$ cat src/rtl/bubble_host_sequencer_if.sv
// Host-side strobe/data bundle between the bubble host sequencer and its user.
// The slave modport is the sequencer; master is whoever starts runs and feeds drive data.
interface bubble_host_sequencer_if;
    logic       START_BOOT;
    logic       START_PAGE;
    logic       DOUT0;
    logic       DOUT1;
    logic       nBSEN;
    logic       nREPEN;
    logic       nBOOTEN;
    logic       BUSY;
    logic [7:0] BYTE0;
    logic [7:0] BYTE1;
    logic       BYTE_VALID;
    logic       BOOT_DONE;

    modport slave (
        input  START_BOOT, START_PAGE, DOUT0, DOUT1,
        output nBSEN, nREPEN, nBOOTEN, BUSY, BYTE0, BYTE1, BYTE_VALID, BOOT_DONE
    );

    modport master (
        output START_BOOT, START_PAGE, DOUT0, DOUT1,
        input  nBSEN, nREPEN, nBOOTEN, BUSY, BYTE0, BYTE1, BYTE_VALID, BOOT_DONE
    );
endinterface

$ cat src/rtl/bubble_host_sequencer.sv
// Host-side exerciser for the BubbleDrive8: generates nBSEN/nREPEN/nBOOTEN for boot-loop
// or single-page reads and deserialises DOUT0/DOUT1 into byte pairs.
module bubble_host_sequencer #(
    parameter int unsigned LEAD_CYC     = 38,
    parameter int unsigned REP_LOW_CYC  = 687,
    parameter int unsigned REP_HIGH_CYC = 1233,
    parameter int unsigned BOOT_REPS    = 64,
    parameter int unsigned BIT_CYC      = 32,
    parameter int unsigned PAGE_BITS    = 1024,
    parameter int unsigned CNT_W        = 16
) (
    input  logic                     MCLK,
    input  logic                     nRESET,
    bubble_host_sequencer_if.slave   bus
);

    localparam logic [CNT_W-1:0] LEAD_LAST = CNT_W'(LEAD_CYC - 1);
    localparam logic [CNT_W-1:0] RL_LAST   = CNT_W'(REP_LOW_CYC - 1);
    localparam logic [CNT_W-1:0] RH_LAST   = CNT_W'(REP_HIGH_CYC - 1);
    localparam logic [CNT_W-1:0] REPS_LAST = CNT_W'(BOOT_REPS - 1);
    localparam logic [CNT_W-1:0] BIT_LAST  = CNT_W'(BIT_CYC - 1);
    localparam logic [CNT_W-1:0] PAGE_LAST = CNT_W'(PAGE_BITS - 1);
    localparam logic [CNT_W-1:0] CNT_ONE   = CNT_W'(1);

    typedef enum logic [2:0] {
        S_IDLE   = 3'd0,
        S_LEAD   = 3'd1,
        S_REP_LO = 3'd2,
        S_REP_HI = 3'd3,
        S_SHIFT  = 3'd4,
        S_END    = 3'd5
    } state_t;

    state_t           state;
    logic             boot_mode;
    logic [CNT_W-1:0] cnt;       // cycles within the current phase / bit period
    logic [CNT_W-1:0] rep_cnt;   // replicate pulses (boot) or page bits (page)
    logic [CNT_W-1:0] tick_cnt;  // sample tick phase
    logic [2:0]       bit_cnt;
    logic [7:0]       sr0;
    logic [7:0]       sr1;
    logic [1:0]       sync0;
    logic [1:0]       sync1;
    logic             tick_c;
    logic             start_c;

    // Sample tick: once at LEAD exit, then every BIT_CYC cycles while the drive is shifting.
    always_comb begin
        tick_c = 1'b0;
        if (state == S_LEAD) begin
            tick_c = (cnt == LEAD_LAST);
        end else if (state inside {S_REP_LO, S_REP_HI, S_SHIFT}) begin
            tick_c = (tick_cnt == BIT_LAST);
        end
    end

    assign start_c = bus.START_BOOT | bus.START_PAGE;

    // Two-flop synchronisers for the drive data streams.
    always_ff @(posedge MCLK or negedge nRESET) begin
        if (!nRESET) begin
            sync0 <= 2'b00;
            sync1 <= 2'b00;
        end else begin
            sync0 <= {sync0[0], bus.DOUT0};
            sync1 <= {sync1[0], bus.DOUT1};
        end
    end

    // Deserialiser: MSB-first shift, byte pair published on every 8th tick.
    always_ff @(posedge MCLK or negedge nRESET) begin
        if (!nRESET) begin
            tick_cnt       <= '0;
            bit_cnt        <= 3'd0;
            sr0            <= 8'h00;
            sr1            <= 8'h00;
            bus.BYTE0      <= 8'h00;
            bus.BYTE1      <= 8'h00;
            bus.BYTE_VALID <= 1'b0;
        end else begin
            bus.BYTE_VALID <= 1'b0;

            if (state == S_LEAD) begin
                tick_cnt <= '0;
            end else if (state inside {S_REP_LO, S_REP_HI, S_SHIFT}) begin
                tick_cnt <= tick_c ? '0 : tick_cnt + CNT_ONE;
            end

            if (state == S_IDLE && start_c) begin
                bit_cnt <= 3'd0;
            end else if (tick_c) begin
                sr0     <= {sr0[6:0], sync0[1]};
                sr1     <= {sr1[6:0], sync1[1]};
                bit_cnt <= bit_cnt + 3'd1;
                if (bit_cnt == 3'd7) begin
                    bus.BYTE0      <= {sr0[6:0], sync0[1]};
                    bus.BYTE1      <= {sr1[6:0], sync1[1]};
                    bus.BYTE_VALID <= 1'b1;
                end
            end
        end
    end

    // Run sequencer with registered strobes.
    always_ff @(posedge MCLK or negedge nRESET) begin
        if (!nRESET) begin
            state         <= S_IDLE;
            boot_mode     <= 1'b0;
            cnt           <= '0;
            rep_cnt       <= '0;
            bus.nBSEN     <= 1'b1;
            bus.nREPEN    <= 1'b1;
            bus.nBOOTEN   <= 1'b0;
            bus.BUSY      <= 1'b0;
            bus.BOOT_DONE <= 1'b0;
        end else begin
            case (state)
                S_IDLE: begin
                    if (start_c) begin
                        boot_mode <= bus.START_BOOT;
                        bus.nBSEN <= 1'b0;
                        bus.BUSY  <= 1'b1;
                        if (bus.START_BOOT) begin
                            bus.nBOOTEN <= 1'b0;
                        end
                        cnt     <= '0;
                        rep_cnt <= '0;
                        state   <= S_LEAD;
                    end
                end

                S_LEAD: begin
                    if (cnt == LEAD_LAST) begin
                        cnt        <= '0;
                        bus.nREPEN <= 1'b0;
                        state      <= S_REP_LO;
                    end else begin
                        cnt <= cnt + CNT_ONE;
                    end
                end

                S_REP_LO: begin
                    if (cnt == RL_LAST) begin
                        cnt        <= '0;
                        bus.nREPEN <= 1'b1;
                        if (boot_mode) begin
                            if (rep_cnt == REPS_LAST) begin
                                state <= S_END;
                            end else begin
                                rep_cnt <= rep_cnt + CNT_ONE;
                                state   <= S_REP_HI;
                            end
                        end else begin
                            rep_cnt <= '0;
                            state   <= S_SHIFT;
                        end
                    end else begin
                        cnt <= cnt + CNT_ONE;
                    end
                end

                S_REP_HI: begin
                    if (cnt == RH_LAST) begin
                        cnt        <= '0;
                        bus.nREPEN <= 1'b0;
                        state      <= S_REP_LO;
                    end else begin
                        cnt <= cnt + CNT_ONE;
                    end
                end

                // Page body lasts PAGE_BITS whole bit periods.
                S_SHIFT: begin
                    if (cnt == BIT_LAST) begin
                        cnt <= '0;
                        if (rep_cnt == PAGE_LAST) begin
                            state <= S_END;
                        end else begin
                            rep_cnt <= rep_cnt + CNT_ONE;
                        end
                    end else begin
                        cnt <= cnt + CNT_ONE;
                    end
                end

                S_END: begin
                    bus.nBSEN <= 1'b1;
                    bus.BUSY  <= 1'b0;
                    if (boot_mode) begin
                        bus.nBOOTEN   <= 1'b1;
                        bus.BOOT_DONE <= 1'b1;
                    end
                    state <= S_IDLE;
                end

                default: begin
                    state <= S_IDLE;
                end
            endcase
        end
    end

endmodule
$ cat src/flat_wrapper.sv
// flat-port wrapper written by rule: the top's interface ports become plain ports
module bubble_host_sequencer_flat 
#(
    parameter int unsigned LEAD_CYC     = 38,
    parameter int unsigned REP_LOW_CYC  = 687,
    parameter int unsigned REP_HIGH_CYC = 1233,
    parameter int unsigned BOOT_REPS    = 64,
    parameter int unsigned BIT_CYC      = 32,
    parameter int unsigned PAGE_BITS    = 1024,
    parameter int unsigned CNT_W        = 16
)
  (MCLK, nRESET, bus_START_BOOT, bus_START_PAGE, bus_DOUT0, bus_DOUT1, bus_nBSEN, bus_nREPEN, bus_nBOOTEN, bus_BUSY, bus_BYTE0, bus_BYTE1, bus_BYTE_VALID, bus_BOOT_DONE);
  bubble_host_sequencer_if bus_i ();
  input  logic MCLK;
  input  logic nRESET;
  input wire logic [$bits(bus_i.START_BOOT)-1:0] bus_START_BOOT;
  input wire logic [$bits(bus_i.START_PAGE)-1:0] bus_START_PAGE;
  input wire logic [$bits(bus_i.DOUT0)-1:0] bus_DOUT0;
  input wire logic [$bits(bus_i.DOUT1)-1:0] bus_DOUT1;
  output wire logic [$bits(bus_i.nBSEN)-1:0] bus_nBSEN;
  output wire logic [$bits(bus_i.nREPEN)-1:0] bus_nREPEN;
  output wire logic [$bits(bus_i.nBOOTEN)-1:0] bus_nBOOTEN;
  output wire logic [$bits(bus_i.BUSY)-1:0] bus_BUSY;
  output wire logic [$bits(bus_i.BYTE0)-1:0] bus_BYTE0;
  output wire logic [$bits(bus_i.BYTE1)-1:0] bus_BYTE1;
  output wire logic [$bits(bus_i.BYTE_VALID)-1:0] bus_BYTE_VALID;
  output wire logic [$bits(bus_i.BOOT_DONE)-1:0] bus_BOOT_DONE;
  assign bus_i.START_BOOT = bus_START_BOOT;
  assign bus_i.START_PAGE = bus_START_PAGE;
  assign bus_i.DOUT0 = bus_DOUT0;
  assign bus_i.DOUT1 = bus_DOUT1;
  assign bus_nBSEN = bus_i.nBSEN;
  assign bus_nREPEN = bus_i.nREPEN;
  assign bus_nBOOTEN = bus_i.nBOOTEN;
  assign bus_BUSY = bus_i.BUSY;
  assign bus_BYTE0 = bus_i.BYTE0;
  assign bus_BYTE1 = bus_i.BYTE1;
  assign bus_BYTE_VALID = bus_i.BYTE_VALID;
  assign bus_BOOT_DONE = bus_i.BOOT_DONE;
  bubble_host_sequencer #(.LEAD_CYC(LEAD_CYC), .REP_LOW_CYC(REP_LOW_CYC), .REP_HIGH_CYC(REP_HIGH_CYC), .BOOT_REPS(BOOT_REPS), .BIT_CYC(BIT_CYC), .PAGE_BITS(PAGE_BITS), .CNT_W(CNT_W)) u_core (.MCLK(MCLK), .nRESET(nRESET), .bus(bus_i));
endmodule
$ cat config.mk
export PLATFORM = sky130hd
export DESIGN_NAME = bubble_host_sequencer_flat
export DESIGN_NICKNAME = d
export VERILOG_FILES = /design/src/rtl/bubble_host_sequencer_if.sv /design/src/rtl/bubble_host_sequencer.sv /design/src/flat_wrapper.sv
export SDC_FILE = /design/constraint.sdc
export NUM_CORES = 1
export LEC_CHECK = 0
export BUFFER_PORTS_ARGS = -buffer_cell sky130_fd_sc_hd__buf_2
export CELL_PAD_IN_SITES_DETAIL_PLACEMENT = 1
export CELL_PAD_IN_SITES_GLOBAL_PLACEMENT = 1
export CORE_ASPECT_RATIO = 1.2
export CORE_MARGIN = 10
export CORE_UTILIZATION = 47
export CTS_CLUSTER_SIZE = 14
export DETAILED_ROUTE_END_ITERATION = 6
export GPL_ROUTABILITY_DRIVEN = 0
export MAX_ROUTING_LAYER = met4
export PLACE_DENSITY_LB_ADDON = 0.1
export SLEW_MARGIN = 10
export SYNTH_ARGS = -nofsm -noshare
export SYNTH_HDL_FRONTEND = slang
export SYNTH_SLANG_ARGS = --single-unit
$ cat constraint.sdc
create_clock -name MCLK -period 2.6 [get_ports MCLK]
set_input_delay 0.13 -clock MCLK [delete_from_list [all_inputs] [get_ports MCLK]]
set_output_delay 0.13 -clock MCLK [all_outputs]
set_load 0.005 [all_outputs]
==> impl_metrics.prom <==
# TYPE chip_impl_metric gauge
chip_impl_metric{name="fin_worst_skew",unit="ns"} 0.00899
chip_impl_metric{name="post-synth-top-area-fraction",unit=""} 0.484
chip_impl_metric{name="post_synthesis_sequential_area_ratio",unit=""} 0.495
chip_impl_metric{name="core_area",unit="mm2"} 0.0100
chip_impl_metric{name="postSynthNetCount",unit=""} 529
chip_impl_metric{name="drive_above_1_share",unit=""} 0.166
chip_impl_metric{name="grt_antenna_before_repair",unit=""} 0
chip_impl_metric{name="via_cell_ratio",unit=""} 5.85
chip_impl_metric{name="power.static_leakage",unit="nW"} 2.45
chip_impl_metric{name="ys_ff_latch",unit=""} 95
chip_impl_metric{name="timing_worst_slew_pin_value",unit="ns"} 0.656
chip_impl_info{name="min_path_type",value="in2reg"} 1
chip_impl_metric{name="total_grt_overflow",unit=""} 0
chip_impl_info{name="ys_top_cells_by_area",value="dfrtp_1 48%, nand2_1 8.0%, o21ai_0 3.8%"} 1
chip_impl_metric{name="clock_sink_total",unit=""} 95
chip_impl_metric{name="critical_path_required",unit="ns"} 2.82
chip_impl_metric{name="drt_first_pass_iters",unit=""} 4
chip_impl_metric{name="vdd_drop_max",unit="mV"} 0.248
chip_impl_metric{name="grtUsageTotal",unit=""} 0.173
chip_impl_metric{name="grt_max_degree",unit=""} 70
chip_impl_metric{name="total_power",unit="mW"} 2.83
chip_impl_metric{name="wire_per_inst",unit="um"} 17.6
chip_impl_metric{name="rows",unit=""} 40
chip_impl_metric{name="syn-mean-instance-area",unit="um2"} 9.33
chip_impl_metric{name="instances_no_fill",unit=""} 674
chip_impl_metric{name="initial_utilization",unit=""} 0.480
chip_impl_metric{name="clkLatencyLatePin",unit="ns"} 0.35
chip_impl_info{name="layout_common_cells",value="102 x nand2_1, 93 x dfrtp_1, 39 x nor2_1, 36 x o21ai_0, 29 x nand3_1"} 1
chip_impl_metric{name="yosysWarnings",unit=""} 0
chip_impl_metric{name="number_of_filler_cells_placed_in_the_layout",unit=""} 1160
chip_impl_info{name="grt_busiest_layer",value="met2"} 1
chip_impl_metric{name="setup_tns",unit="ns"} 0
chip_impl_metric{name="post-route-util",unit=""} 0.541
chip_impl_metric{name="proportion_of_synthesized_flip_flops_having_asynchronous_set_or_reset",unit=""} 1.00
chip_impl_metric{name="final_net_count",unit=""} 558
chip_impl_metric{name="detailroute.via_count",unit=""} 3943
chip_impl_info{name="cells_along_the_critical_path",value="nor4_4 -> nand2_1 -> o31a_1 -> nand4bb_4 -> or2_1 -> buf_4 -> o41ai_1"} 1
chip_impl_metric{name="hold_ws",unit="ns"} 0.0931
chip_impl_metric{name="cts_inserted_buffers",unit=""} 9
chip_impl_metric{name="chipHeight",unit="um"} 131
chip_impl_info{name="post_synth_top_flop",value="dfrtp_1"} 1
chip_impl_metric{name="worst_ep_arrival_time",unit="ns"} 2.60
chip_impl_metric{name="r2r_slack",unit="ns"} 0.23
chip_impl_metric{name="grt_util_met3",unit=""} 0.0292
chip_impl_info{name="cp-end-kind",value="register"} 1
chip_impl_metric{name="switching_power",unit="uW"} 605
chip_impl_metric{name="setup_viol_count_final",unit=""} 0
chip_impl_metric{name="netlist_instances",unit=""} 515
chip_impl_metric{name="achievable-frequency",unit="MHz"} 421
chip_impl_metric{name="cts_htree_levels",unit=""} 3
chip_impl_metric{name="cts_max_path_bufs",unit=""} 2
chip_impl_metric{name="power.share.sequential",unit=""} 0.523
chip_impl_metric{name="timing.final.crit_period",unit="ns"} 2.37
chip_impl_metric{name="grt_use_met1",unit=""} 0.208
chip_impl_metric{name="place.detailed.hpwl",unit="um"} 8290
chip_impl_metric{name="power.combinational.fraction",unit=""} 0.016
chip_impl_info{name="run_status",value="completed"} 1
chip_impl_metric{name="drt_iter0_drc",unit=""} 177
chip_impl_metric{name="drt_drc_violations_left",unit=""} 0
chip_impl_metric{name="wl",unit="um"} 11800
chip_impl_metric{name="maxCapViolations",unit=""} 0
chip_impl_info{name="cpMaxStageDelayCell",value="dfrtp_1"} 1
chip_impl_metric{name="timing.final.hold_violations",unit=""} 0
chip_impl_metric{name="post-place-ws",unit="ns"} 0.171
chip_impl_info{name="tritoncts",value="yes"} 1
chip_impl_metric{name="globalRouteMet2Util",unit=""} 0.288
chip_impl_metric{name="synth-edff-count",unit=""} 0
chip_impl_metric{name="final_min_period_over_clock_period",unit=""} 0.913
chip_impl_info{name="cts_root_buffer",value="clkbuf_16"} 1
chip_impl_metric{name="clockPowerShare",unit=""} 0.462
chip_impl_metric{name="drtAntennaViolNets",unit=""} 0
chip_impl_metric{name="number_of_global_route_vias_before_repair",unit=""} 4125
chip_impl_metric{name="slew_violations",unit=""} 0
chip_impl_metric{name="antenna_cells",unit=""} 0
chip_impl_metric{name="die_w",unit="um"} 112
chip_impl_info{name="critPathKind",value="reg2reg"} 1
chip_impl_info{name="setup.worst_path.start_class",value="register"} 1
chip_impl_metric{name="synth.distinct_cells",unit=""} 58
chip_impl_metric{name="wire_length_of_the_first_global_routing_pass",unit="um"} 20500
chip_impl_metric{name="mappedNetlistArea",unit="mm2"} 0.00480
chip_impl_metric{name="powerDensity",unit="mW/mm2"} 524
chip_impl_info{name="grt_setup_unrepaired",value="no"} 1
chip_impl_metric{name="dpl_cell_area",unit="mm2"} 0.00509
chip_impl_metric{name="post_placement_cell_count",unit=""} 656
chip_impl_metric{name="internal_portion_of_total_power",unit="mW"} 2.23
chip_impl_metric{name="relSlewSlack",unit=""} 0.562
chip_impl_metric{name="worst_path_largest_cell_delay",unit="ns"} 0.45
chip_impl_metric{name="ioPinCount",unit=""} 28
chip_impl_metric{name="clock_pin_slew_worst_setup_and_hold_paths",unit="ns"} 0.07
chip_impl_metric{name="setup_ws",unit="ns"} 0.226
chip_impl_metric{name="area_delta_synth_final",unit="%"} 12.7
chip_impl_metric{name="cts_post_setup_buffers_inserted",unit=""} 0
chip_impl_info{name="layout.cells.most_common",value="nand2_1"} 1
chip_impl_metric{name="path_max_fanout",unit=""} 15
chip_impl_metric{name="die_area",unit="mm2"} 0.0147
chip_impl_metric{name="finish.instance_area",unit="mm2"} 0.00541
chip_impl_metric{name="port-buffer-count",unit=""} 27
chip_impl_info{name="yosysTopAreaCell",value="dfrtp_1"} 1
chip_impl_metric{name="switching_share",unit=""} 0.213
sequential cells by signal (all words and copies together), names as in the netlist, 7 cells and up:
| register | count |
|---|---|
| u_core.bus.BYTE0 | 8 |
| u_core.bus.BYTE1 | 8 |
| u_core.cnt | 16 |
| u_core.rep_cnt | 16 |
| u_core.sr0 | 7 |
| u_core.sr1 | 7 |
| u_core.tick_cnt | 16 |
metal layers:
layer | vias up | routed length, um
li1 | 1880 | -
met3 | 15 | 275
met2 | 43 | 5950
met1 | 2005 | 5420
met5 | - | 0
met4 | 0 | 186
power by group through the flow:
stage | logic, mW | clock network [mW] | registers, mW
floorplan | 0.00291 | 0 | 1.51
detailed placement | 0.0438 | 0 | 1.51
global placement | 0.0430 | 0 | 1.51
global route | 0.0521 | 1.40 | 1.48
CTS | 0.0471 | 1.34 | 1.48
finish | 0.0441 | 1.31 | 1.48
cells by family (layout without fill, tap and decap cells):
logic type	Yosys count	count (layout)	share of synthesized area
flops	95	95	0.495
buf+inv	30	63	0.0281
xor+xnor	10	10	0.0182
compound gates	103	103	0.138
simple gates	253	253	0.262
mux	16	16	0.0375
fa+ha+maj	8	8	0.0208
worst max-delay path, delay by kind of cell, from the launching register on:
family	cells	cell delay, ns
AO/OA/AOI/OAI	2	0.64
buffers and inverters	1	0.20
AND/OR/NAND/NOR	4	0.97
flip-flops	1	0.45
timing repair:
action,4_1_cts,5_1_grt
hold endpoints to repair,28,0
hold buffers,3,0
endpoints found under the setup margin,0,1
gates resized for setup,0,1
worst paths after layout:
path	start	endpoint	depth (start not counted)
max	u_core.cnt[12]	u_core.rep_cnt[10]	7
min	bus_START_BOOT	u_core.boot_mode	2
max reg2reg	u_core.cnt[12]	u_core.rep_cnt[10]	7
min reg2reg	u_core.sync0[0]	u_core.sync0[1]	0
max in group asynchronous	nRESET	u_core.bus.nBSEN	3
min in group asynchronous	nRESET	u_core.tick_cnt[7]	2
synthesized netlist by cell type, drive strengths merged (7+ instances only):
cell	n
dfrtp	93
nand3	29
buf	7
nand4	12
o21ai	38
o31ai	10
mux2	16
a31oi	9
nand2	103
clkbuf	18
and3	9
a21oi	18
ha	8
nor3	16
xor2	8
nor2	39
cell type report:
cell class / instances / area [um2] / share of cell area
well taps: 126 / 158 / 0.0291
multi-input cells: 390 / 2290 / 0.424
clock buffers: 9 / 225 / 0.0416
flip-flops and latches: 95 / 2380 / 0.440
clock inverters: 6 / 61.3 / 0.0113
inverters: 5 / 18.8 / 0.00347
repair buffers: 43 / 278 / 0.0513
Power figures use the tool's default switching activity.
